**src/rtl/cmp_serial_rx_pkg.sv**
```systemverilog
// Shared types for the digit-serial comparator: FSM state encoding and digit width.
package cmp_pkg;

  localparam int unsigned DIGIT_W = 2;

  typedef enum logic [1:0] {
    IDLE = 2'd0,
    RUN  = 2'd1,
    DONE = 2'd2
  } cmp_state_t;

endpackage

```
**src/rtl/cmp_serial_rx_if.sv**
```systemverilog
// Handshake and result bundle for cmp_serial_rx; abort exists only with CMP_SERIAL_ABORT_EN.
interface cmp_serial_rx_if;
  import cmp_pkg::*;

  logic               start;
  logic               eq_in;
  logic               gt_in;
  logic [DIGIT_W-1:0] a_dig;
  logic [DIGIT_W-1:0] b_dig;
  logic               dig_valid;
  logic               dig_ready;
  logic               busy;
  logic               done;
  logic               EQ;
  logic               GT;
`ifdef CMP_SERIAL_ABORT_EN
  logic               abort;

  modport master (
    output start, eq_in, gt_in, a_dig, b_dig, dig_valid, abort,
    input  dig_ready, busy, done, EQ, GT
  );

  modport slave (
    input  start, eq_in, gt_in, a_dig, b_dig, dig_valid, abort,
    output dig_ready, busy, done, EQ, GT
  );
`else
  modport master (
    output start, eq_in, gt_in, a_dig, b_dig, dig_valid,
    input  dig_ready, busy, done, EQ, GT
  );

  modport slave (
    input  start, eq_in, gt_in, a_dig, b_dig, dig_valid,
    output dig_ready, busy, done, EQ, GT
  );
`endif

endinterface

```
**src/rtl/cmp_serial_rx_cmp2_cell.sv**
```systemverilog
// Combinational 2-bit magnitude cascade cell: a higher digit overrides the seed.
module cmp2_cell (
  input  logic a1,
  input  logic a0,
  input  logic b1,
  input  logic b0,
  input  logic eq,
  input  logic gt,
  output logic EQ,
  output logic GT
);

  logic [1:0] w_a;
  logic [1:0] w_b;

  assign w_a = {a1, a0};
  assign w_b = {b1, b0};

  // Differing digit decides; equal digit passes the lower-order result through.
  always_comb begin
    EQ = eq;
    GT = gt;
    if (w_a > w_b) begin
      EQ = 1'b0;
      GT = 1'b1;
    end else if (w_a < w_b) begin
      EQ = 1'b0;
      GT = 1'b0;
    end
  end

endmodule

```
**src/rtl/cmp_serial_rx.sv**
```systemverilog
// Digit-serial magnitude comparator, LSB digit first, seeded like the parallel cascade.
// Optional feature macro: CMP_SERIAL_ABORT_EN (adds an abort input honoured in RUN).
module cmp_serial_rx
  import cmp_pkg::*;
#(
  parameter int unsigned WIDTH = 8
) (
  input  logic            clk,
  input  logic            rst,
  cmp_serial_rx_if.slave  bus
);

  localparam int unsigned DIGITS = WIDTH / 2;
  localparam int unsigned CNT_W  = (DIGITS > 1) ? $clog2(DIGITS) : 1;

  cmp_state_t       r_state;
  logic [CNT_W-1:0] r_cnt;
  logic             r_eq;
  logic             r_gt;
  logic             r_dig_ready;
  logic             r_busy;
  logic             r_done;
  logic             r_res_eq;
  logic             r_res_gt;

  logic             w_cell_eq;
  logic             w_cell_gt;
  logic             w_accept;
  logic             w_abort;
  logic             w_last;

`ifdef CMP_SERIAL_ABORT_EN
  assign w_abort = bus.abort;
`else
  assign w_abort = 1'b0;
`endif

  assign w_accept = (r_state == RUN) && r_dig_ready && bus.dig_valid;
  assign w_last   = (r_cnt == CNT_W'(DIGITS - 1));

  cmp2_cell u_cell (
    .a1 (bus.a_dig[1]),
    .a0 (bus.a_dig[0]),
    .b1 (bus.b_dig[1]),
    .b0 (bus.b_dig[0]),
    .eq (r_eq),
    .gt (r_gt),
    .EQ (w_cell_eq),
    .GT (w_cell_gt)
  );

  // Comparator FSM; all handshake and result outputs are registered here.
  always_ff @(posedge clk) begin
    if (rst) begin
      r_state     <= IDLE;
      r_cnt       <= '0;
      r_eq        <= 1'b0;
      r_gt        <= 1'b0;
      r_dig_ready <= 1'b0;
      r_busy      <= 1'b0;
      r_done      <= 1'b0;
      r_res_eq    <= 1'b0;
      r_res_gt    <= 1'b0;
    end else begin
      r_done <= 1'b0;
      case (r_state)
        IDLE: begin
          if (bus.start) begin
            r_eq        <= bus.eq_in;
            r_gt        <= bus.gt_in;
            r_cnt       <= '0;
            r_state     <= RUN;
            r_dig_ready <= 1'b1;
            r_busy      <= 1'b1;
          end
        end
        RUN: begin
          if (w_abort) begin
            r_state     <= IDLE;
            r_dig_ready <= 1'b0;
            r_busy      <= 1'b0;
          end else if (w_accept) begin
            r_eq <= w_cell_eq;
            r_gt <= w_cell_gt;
            if (w_last) begin
              // Result becomes visible together with the done pulse.
              r_state     <= DONE;
              r_dig_ready <= 1'b0;
              r_done      <= 1'b1;
              r_res_eq    <= w_cell_eq;
              r_res_gt    <= w_cell_gt;
            end else begin
              r_cnt <= r_cnt + CNT_W'(1);
            end
          end
        end
        DONE: begin
          r_state <= IDLE;
          r_busy  <= 1'b0;
        end
        default: begin
          r_state     <= IDLE;
          r_dig_ready <= 1'b0;
          r_busy      <= 1'b0;
        end
      endcase
    end
  end

  assign bus.dig_ready = r_dig_ready;
  assign bus.busy      = r_busy;
  assign bus.done      = r_done;
  assign bus.EQ        = r_res_eq;
  assign bus.GT        = r_res_gt;

endmodule

```
**src/flat_wrapper.sv**
```systemverilog
// flat-port wrapper written by rule: the top's interface ports become plain ports
module cmp_serial_rx_flat import cmp_pkg::*;
#(
  parameter int unsigned WIDTH = 8
)
  (clk, rst, bus_start, bus_eq_in, bus_gt_in, bus_a_dig, bus_b_dig, bus_dig_valid, bus_dig_ready, bus_busy, bus_done, bus_EQ, bus_GT);
  cmp_serial_rx_if bus_i ();
  input  logic clk;
  input  logic rst;
  input wire logic [$bits(bus_i.start)-1:0] bus_start;
  input wire logic [$bits(bus_i.eq_in)-1:0] bus_eq_in;
  input wire logic [$bits(bus_i.gt_in)-1:0] bus_gt_in;
  input wire logic [$bits(bus_i.a_dig)-1:0] bus_a_dig;
  input wire logic [$bits(bus_i.b_dig)-1:0] bus_b_dig;
  input wire logic [$bits(bus_i.dig_valid)-1:0] bus_dig_valid;
  output wire logic [$bits(bus_i.dig_ready)-1:0] bus_dig_ready;
  output wire logic [$bits(bus_i.busy)-1:0] bus_busy;
  output wire logic [$bits(bus_i.done)-1:0] bus_done;
  output wire logic [$bits(bus_i.EQ)-1:0] bus_EQ;
  output wire logic [$bits(bus_i.GT)-1:0] bus_GT;
  assign bus_i.start = bus_start;
  assign bus_i.eq_in = bus_eq_in;
  assign bus_i.gt_in = bus_gt_in;
  assign bus_i.a_dig = bus_a_dig;
  assign bus_i.b_dig = bus_b_dig;
  assign bus_i.dig_valid = bus_dig_valid;
  assign bus_dig_ready = bus_i.dig_ready;
  assign bus_busy = bus_i.busy;
  assign bus_done = bus_i.done;
  assign bus_EQ = bus_i.EQ;
  assign bus_GT = bus_i.GT;
  cmp_serial_rx #(.WIDTH(WIDTH)) u_core (.clk(clk), .rst(rst), .bus(bus_i));
endmodule
```
**config.mk**
```make
export PLATFORM = sky130hd
export DESIGN_NAME = cmp_serial_rx_flat
export DESIGN_NICKNAME = d
export VERILOG_FILES = /design/src/rtl/cmp_serial_rx_pkg.sv /design/src/rtl/cmp_serial_rx_if.sv /design/src/rtl/cmp_serial_rx_cmp2_cell.sv /design/src/rtl/cmp_serial_rx.sv /design/src/flat_wrapper.sv
export SDC_FILE = /design/constraint.sdc
export NUM_CORES = 1
export LEC_CHECK = 0
export CORE_AREA = 2 2 39 41
export CTS_CLUSTER_DIAMETER = 50
export CTS_CLUSTER_SIZE = 8
export DETAILED_ROUTE_END_ITERATION = 10
export DIE_AREA = 0 0 41 43
export GPL_ROUTABILITY_DRIVEN = 0
export PLACE_DENSITY = 0.78
export SLEW_MARGIN = 20
export SYNTH_ARGS = -nofsm -noshare
export SYNTH_HDL_FRONTEND = slang
export SYNTH_SLANG_ARGS = --single-unit
```
**constraint.sdc**
```tcl
create_clock -name clk -period 2.1 [get_ports clk]
set_clock_uncertainty 0.1 [all_clocks]
set_input_delay 0.42 -clock clk [delete_from_list [all_inputs] [get_ports clk]]
set_output_delay 0.42 -clock clk [all_outputs]
set_load 0.1 [all_outputs]
```
# After elaboration in Yosys (flattened, before gate mapping)
# Index checks and enable logic that the tools add are counted.
# totals
regBits	11
inputBits	10
output_inout_bits	5
word_cells	57
# op_classes
add_sub_neg	1
n_lt_le_gt_ge	2
n_eq_ne	7
mux	24
bitwise_logic	3
n_reduce_logical	11
# ops
op	count
2-to-1 mux 1 bit	12
2-to-1 mux 2 bit	6
AND reduction 3 bit	3
one-hot mux 2 bit (2 select lines)	2
AND reduction 4 bit	2
one-hot mux 1 bit (2 select lines)	3
equality test 2 bit, second input constant	2
!= test 2 x 1 -> 1 bit, second input constant	2
!= test 2 bit, second input constant	2
inverter 1 bit	3
one-hot mux 1 bit (3 select lines)	1
OR reduction 3 bit	1
adder 2 x 1 -> 2 bit, second input constant	1
equality test 2 x 1 -> 1 bit, second input constant	1
greater-than comparator 2 bit	1
logical AND 1 bit	2
zero test 2 bit	1
< comparator 2 bit	1
AND reduction 2 bit	1
nonzero test 2 bit	1

# Longest topological paths before layout
# Gate-level depths: netlist of run 1.
# depth
ltp_word	5
ltp_mapped	5
ltp_nobuf	5

# Hierarchy
# A second synthesis of run 1 with hierarchy kept.
# hier_totals
hier_cells	62
area_unflattened_um2	586.8
# modules_own_cells
mod	n_inst	cells_each	area_each_um2	seq_area_each_um2
cmp_serial_rx	1	52	515.5	220.2
cmp2_cell	1	10	71.3	0.0

# Worst setup path after synthesis of run 1
# OpenSTA, ideal clock, no wires.
# synth_timing
kind	register to register
start	reg u_core.r_dig_ready, in the netlist u_core.bus.dig_ready
end	reg u_core.r_cnt[0]
setup_time_ns	0.120
arrival_ns	1.661
required_time_ns	1.880
path_slack_ns	0.218
path_stages_with_launch	4
path_buffers	0
path_cell_list	dfxtp_1 nand2_1 a221oi_2 o2bb2ai_1
# synth_between
elab_chain_cells	4
# synth_rtl
element	line	source
start: declaration	cmp_serial_rx.sv:20	logic r_dig_ready;
start signal: assignment	cmp_serial_rx.sv:59	r_dig_ready <= 1'b0;
start signal: assignment	cmp_serial_rx.sv:73	r_dig_ready <= 1'b1;
start signal: assignment	cmp_serial_rx.sv:80	r_dig_ready <= 1'b0;
logical AND 1 bit (2 in a row)	cmp_serial_rx.sv:38	assign w_accept = (r_state == RUN) && r_dig_ready && bus.dig_valid;
!= test 2 x 1 -> 1 bit (no source line)	-	
AND reduction 4 bit (no source line)	-	
end signal: assignment	cmp_serial_rx.sv:93	r_cnt <= r_cnt + CNT_W'(1);
end: declaration	cmp_serial_rx.sv:17	logic [CNT_W-1:0] r_cnt;
# Every way passes these cells.
# A chain may end at the register's enable or synchronous reset.

# Worst setup path in the final report of run 1
# layout_timing
start	in bus_b_dig[1]
end	reg u_core.r_gt
# layout_between
elab_chain_cells	5
elab_cells_between_ends	6
# layout_rtl
element	line	source
start: declaration	flat_wrapper.sv:14	input wire logic [$bits(bus_i.b_dig)-1:0] bus_b_dig;
< comparator 2 bit	cmp_serial_rx_cmp2_cell.sv:26	end else if (w_a < w_b) begin
2-to-1 mux 1 bit	cmp_serial_rx_cmp2_cell.sv:26	
2-to-1 mux 1 bit *	cmp_serial_rx_cmp2_cell.sv:23	if (w_a > w_b) begin
2-to-1 mux 1 bit *	cmp_serial_rx.sv:82	end else if (w_accept) begin
one-hot mux 1 bit (2 select lines) *	cmp_serial_rx.sv:66	case (r_state)
end signal: assignment	cmp_serial_rx.sv:70	r_gt <= bus.gt_in;
end signal: assignment	cmp_serial_rx.sv:84	r_gt <= w_cell_gt;
end: declaration	cmp_serial_rx.sv:19	logic r_gt;
# Mark *: on every way between the ends. The rest lies on a longest branch, timed or not. The select of a mux whose other input is x is not followed.

==> results of run 1 <==
synth_stat cells (all sizes together) (2+ instances only):
library cell  count
o21ai             3
buf               2
dfxtp            11
nand2b            6
a311oi            2
nand2             2
o2bb2ai           2
a21o              2
nor2b             2
a21oi             5
and4b             2
inv               5
ha                3
nor3              4
nand3             2
state kept, by name (all words and copies together), names as in the netlist:
signal	flops
u_core.bus.EQ	1
u_core.bus.GT	1
u_core.bus.busy	1
u_core.bus.dig_ready	1
u_core.bus.done	1
u_core.r_cnt	2
u_core.r_eq	1
u_core.r_gt	1
u_core.r_state	2
cell type report:
| cell class | instances | area [um^2] |
|---|---|---|
| Tap cell | 16 | 20.0 |
| Sequential cell | 11 | 220 |
| Multi-Input combinational cell | 48 | 360 |
| Fill cell | 127 | 598 |
| Inverter | 5 | 18.8 |
| Timing Repair Buffer | 14 | 140 |
| Clock buffer | 4 | 26.3 |
per-layer routing:
layer  routed length [um]  GRT usage
met5                    0          0
met1                  605      0.212
met3                   58     0.0471
met4                    9     0.0600
met2                  560      0.259
layout by cell type (no fill, tap or decap), drive strengths merged:
cell,netlist,routed
clkdlybuf4s50,0,9
nor3b,1,1
inv,5,5
o2111ai,1,1
ha,3,3
and4b,2,2
a21oi,5,5
and2b,1,1
o2bb2ai,2,2
nand3b,1,1
o21ai,3,3
clkbuf,1,4
a311oi,2,2
buf,2,5
nand3,2,2
nand4b,1,1
dfxtp,11,11
nand2b,6,6
and3,1,1
o211ai,1,1
nor3,4,4
a21o,2,2
nand2,2,2
nor4b,1,1
a221oi,1,1
nor2b,2,2
nand4,1,1
a211oi,1,1
nor2,1,1
o21ba,1,1
per-stage QoR:
stage / power [mW] / setup WS (ns) / utilization / instance area (um^2)
6_report: 0.490 / 0.433 / 0.568 / 786
5_1_grt: 0.516 / 0.301 / 0.568 / 786
4_1_cts: 0.494 / 0.425 / 0.568 / 786
3_5_place_dp: 0.350 / 0.156 / 0.549 / 759
3_3_place_gp: 0.348 / 0.188 / 0.549 / 759
2_1_floorplan: 0.314 / 0.218 / - / 626
cells by family (layout without fill, tap and decap cells):
kind of cell | after synthesis | count (layout) | synth area share
simple gates | 26 | 26 | 0.292
compound gates | 19 | 19 | 0.224
flops | 11 | 11 | 0.352
buf+inv | 8 | 23 | 0.0720
fa+ha+maj | 3 | 3 | 0.0600
worst max-delay path by stage:
stage                                    start         endpoint  slack (ns)  depth (start not counted)
after CTS                         bus_b_dig[1]      u_core.r_gt        0.43                          6
after global routing              bus_b_dig[1]      u_core.r_gt        0.30                          6
after floorplan           u_core.bus.dig_ready  u_core.r_cnt[0]        0.22                          3
final                             bus_b_dig[1]      u_core.r_gt        0.43                          6
after global placement            bus_b_dig[1]      u_core.r_eq        0.19                          6
after detailed placement          bus_b_dig[1]      u_core.r_gt        0.16                          6
report_power, final:
group	internal [mW]	switching, mW
clock network	0.0733	0.0714
registers	0.219	0.0134
logic	0.0527	0.0608
critical path: stages:
cell and delay (ns):
clkdlybuf4s50_1 0.45, inv_1 0.04, ha_1 0.29, nor2b_1 0.18
o211ai_1 0.10, a311oi_1 0.26
==> reports/qor.csv, run 1 <==
stage,metric,value,unit
place,Port Buffers,14,
synthesis,"Seq/Total Area, Yosys",0.352,
die,I/O pin total,15,
die,core area,1380,um^2
die,Cell Rows,14,
clock_network,Post-CTS Setup Inserts,0,
sta,relative slew slack,0.710,
synthesis,Cells after Synth,67,
sta,final hold vios,0,
synthesis,"Cell Area, Synth",626,um^2
sta,fmax,600,MHz
power,VDD IR max,0.000416,V
setup_path,r2r startpoint,u_core.r_state[1],
setup_path,worst-path fanout max,3,
global_routing,vias in the first global route,539,
global_routing,first-pass GRT wire length,2.08,mm
die,Initial Util,0.452,
synthesis,post-synth top area share,0.352,
synthesis,"Async S/R FF share, synth",0,
detailed_routing,Detail Route Antenna Nets,0,
clock_network,worst skew pair latency,0.27,ns
synthesis,Synth Area per Inst,9.34,um^2
sta,Fin Hold WS,0.359,ns
hold_path,Hold Startpoint,u_core.bus.busy,
global_routing,largest net degree at the start of global routing,14,
synthesis,Syn. warnings,0,
synthesis,top cell type by total area after synthesis,dfxtp_1,
power,PwrDens,624,nW/um^2
layout,antenna diode count,0,
detailed_routing,Wirelength per Cell,12.6,um
setup_path,Worst setup SP type,input pin,
setup_path,reg2reg end,u_core.r_eq,
synthesis,Synth Flop Type,dfxtp_1,
hold_path,Hold Path Stages,2,
place,dpl hpwl,924,um
synthesis,synthesized flop and latch total,11,
detailed_routing,DRC,0,
synthesis,Post-synth EDFFs,0,
hold_path,worst hold path endpoint,u_core.bus.busy,
global_routing,initial antenna violation count,0,
status,status,"finished, final reports clean",
global_routing,Total GRT Usage,0.167,
sta,fin crit share,0.794,
clock_network,Clock Tree Root,clkbuf_4,
sta,shortest period the worst path allows,1.67,ns
synthesis,Synth area leaders,"dfxtp_1 35%, ha_1 6.0%, nand2b_1 5.0%",
sta,RSZ-0062 raised after global routing,no,
layout,layout cells sized above 1,0.171,
sta,pins over their slew limit,0,
die,chip width,41,um
detailed_routing,WL final,1.23,mm
sta,slew at the pin closest to its max-slew limit,0.434,ns
setup_path,CP Data Arrival Time,1.75,ns
clock_network,Max clock buf depth,2,
setup_path,critical path data required time,2.18,ns
global_routing,GRT overflow,0,
setup_path,kind of critical path,input pin to flop,
clock_network,clock sinks,11,
synthesis,syn nets,80,
detailed_routing,routed vias,550,
place,dpl cells,94,
clock_network,Worst-path clk slew,0.08,ns
clock_network,H-tree levels,1,
die,Die Ht,43,um
detailed_routing,Initial DRC Count,17,
clock_network,PostCTS Resize Cnt,0,
die,Die Footprint,1760,um^2
layout,Post-layout nets,96,
detailed_routing,routed vias/inst,5.61,
clock_network,number of hold buffers added after cts,0,
sta,TNS Setup,0,ns
layout,area delta synth->final,25.6,%
clock_network,number of buffers created by CTS,3,
detailed_routing,TritonRoute pass-1 iters,4,
setup_path,Critical Path Sink Type,flop,
run,# Max-Cap Violations,0,
hold_path,worst hold-check path type,flop to flop,
layout,final non-filler cell total,98,
setup_path,"reg-to-reg slack, setup",0.71,ns
clock_network,TritonCTS clock tree,yes,
sta,Finish-stage setup viols,0,
setup_path,worst r2r path cells,3,
power,Leak,0.315,nW
synthesis,Synth cell types,32,
(Power assumes the default switching activity.)
==> run 2: changes to the inputs <==
CORE_AREA = unset   (was 2 2 39 41)
CORE_MARGIN = 2   (was unset)
CORE_UTILIZATION = 42   (was unset)
DIE_AREA = unset   (was 0 0 41 43)
PLACE_DENSITY = 0.74   (was 0.78)
clock period = 1.4 ns   (was 2.1 ns; I/O delays follow)
==> run 2 against run 1 <==
  * Final area rose by 18%
  * Power rose by 56%
  * Non-clock buffer count rose by 6
  * Routed wire length rose by 17%
  * Sequential cell count did not move
  * Combinational power rose by 70%
  * Clock-buffer cell count did not move
  * Sequential share of layout area fell by 3.4 points
  * First-iteration DRC count fell by 82%
  * Largest cell class unchanged
  * Highest routed layer unchanged
==> reports/qor.csv, run 2 (synthesis gave the netlist of run 1 again) <==
stage,metric,value,unit,change
die,I/O pin total,15,,unchanged
sta,relative slew slack,0.813,,+0.104
layout,Register Area,228,um^2,+3.4%
clock_network,H-tree levels,1,,unchanged
detailed_routing,Wirelength per Cell,14.0,um,+11%
detailed_routing,WL final,1.44,mm,+17%
clock_network,Post-CTS Setup Inserts,0,,unchanged
layout,# fillers,117,,-7.9%
layout,Largest regs,"u_core.r_cnt (2), u_core.r_state (2)",,
setup_path,Critical Path Sink Type,flop,,
global_routing,initial antenna violation count,0,,unchanged
die,core area,1350,um^2,-2.4%
die,Die Footprint,1810,um^2,+2.9%
sta,RSZ-0062 raised after global routing,no,,
clock_network,Clock Tree Root,clkbuf_4,,
place,Post-DP Area,858,um^2,+13%
die,Cell Rows,13,,-1
clock_network,number of buffers created by CTS,3,,unchanged
global_routing,largest net degree at the start of global routing,13,,-1
clock_network,clock sinks,11,,unchanged
layout,Post-layout nets,102,,+6.3%
sta,slew at the pin closest to its max-slew limit,0.279,ns,-0.155 ns
global_routing,GRT overflow,0,,unchanged
layout,"commonest non-fill, non-tap cells in the layout","7 x dfxtp_1, 6 x buf_4, 5 x a21oi_1, 5 x nand2b_1, 5 x buf_12",,
run,# Max-Cap Violations,0,,unchanged
setup_path,critical path data required time,1.49,ns,-0.69 ns
power,PwrDens,828,nW/um^2,+33%
global_routing,first-pass GRT wire length,2.58,mm,+24%
layout,area delta synth->final,47.8,%,
detailed_routing,Initial DRC Count,3,,-14
sta,fmax,764,MHz,
global_routing,vias in the first global route,622,,+15%
sta,fin crit share,0.935,,
place,dpl hpwl,1.14,mm,+23%
detailed_routing,TritonRoute pass-1 iters,4,,unchanged
clock_network,Worst-path clk slew,0.08,ns,about the same
status,status,"finished, final reports clean",,
setup_path,worst r2r path cells,4,,+1
sta,Finish-stage setup viols,0,,unchanged
layout,antenna diode count,0,,unchanged
setup_path,Worst setup SP type,input pin,,
power,Overall Power,766,uW,+56%
clock_network,Max clock buf depth,2,,unchanged
clock_network,number of hold buffers added after cts,0,,unchanged
global_routing,Total GRT Usage,0.189,,+0.0213
layout,"commonest non-fill, non-tap cell in the layout",dfxtp_1,,
layout,final instance area,925,um^2,+18%
die,Die Ht,42.6,um,-0.94%
detailed_routing,Detail Route Antenna Nets,0,,unchanged
sta,final hold vios,0,,unchanged
sta,pins over their slew limit,0,,unchanged
die,Initial Util,0.463,,+0.0113
detailed_routing,routed vias,576,,+4.7%
clock_network,TritonCTS clock tree,yes,,
detailed_routing,DRC,0,,unchanged
setup_path,CP Data Arrival Time,1.40,ns,-0.35 ns
detailed_routing,routed vias/inst,5.59,,-0.36%
power,Leak,0.367,nW,+16%
place,Port Buffers,14,,unchanged
hold_path,Hold Path Stages,2,,unchanged
setup_path,worst-path fanout max,3,,unchanged
clock_network,worst skew pair latency,0.27,ns,about the same
power,VDD IR max,0.000493,V,+19%
setup_path,kind of critical path,input pin to flop,,
layout,Multi-input gate area,400,um^2,+11%
die,chip width,42.6,um,+3.9%
layout,layout cells sized above 1,0.364,,+0.193
sta,shortest period the worst path allows,1.31,ns,
hold_path,worst hold-check path type,flop to flop,,
[run 2: cell count changes in the layout (fill, tap and decap cells not counted), sizes merged]
cell / previous run / this run
clkdlybuf4s50: 9 / 4
buf: 5 / 11
dlygate4sd2: 0 / 4
dlymetal6s2s: 0 / 1
[run 2: through the flow]
step	hold WS (ns)	std cells	util	setup WS (ns)	setup TNS, ns
2_1_floorplan	0.357	67	-	0.00602	0
3_3_place_gp	0.373	99	0.636	-0.359	-2.03
3_5_place_dp	0.390	99	0.636	-0.390	-2.25
4_1_cts	0.402	103	0.681	0.0215	0
5_1_grt	0.412	103	0.685	0.00717	0
6_report	0.399	103	0.685	0.0917	0
[run 2: per-layer routing]
layer / vias to the layer above / GRT usage / share of wire
met2: 12 / 0.329 / 0.52
met4: 0 / 0.113 / 0.017
li1: 290 / - / -
met5: - / 0 / 0
met1: 270 / 0.194 / 0.42
met3: 4 / 0.0603 / 0.044
[run 2: power by group]
group / total (mW) / leakage (nW) / internal (mW) / switching [mW]
clock: 0.221 / 0.0150 / 0.110 / 0.110
combinational: 0.194 / 0.260 / 0.0957 / 0.0982
sequential: 0.351 / 0.0918 / 0.329 / 0.0226
[run 2: repair_timing]
action,in CTS,in global routing
pin swaps,4,1
resized for setup,12,3
setup endpoints to repair,5,5
[run 2: worst paths after layout]
check	startpoint	endpoint	slack, ns
max	bus_start	u_core.r_eq	0.09
min	u_core.bus.busy	u_core.bus.busy	0.40
max reg2reg	u_core.r_cnt[0]	u_core.r_cnt[0]	0.10
min reg2reg	u_core.bus.busy	u_core.bus.busy	0.40
[run 2: worst max-delay path: stages]
cell and delay, ns:
clkdlybuf4s50_1 0.51, nor3b_2 0.29, nor3_1 0.09, a311oi_1 0.23
[run 2: final cells by class]
| type | instances | area share |
|---|---|---|
| inverter | 5 | 0.0203 |
| sequential | 11 | 0.246 |
| clock buffer | 4 | 0.0284 |
| tap | 15 | 0.0203 |
| multi-input combinational | 48 | 0.433 |
| timing repair buffer | 20 | 0.252 |
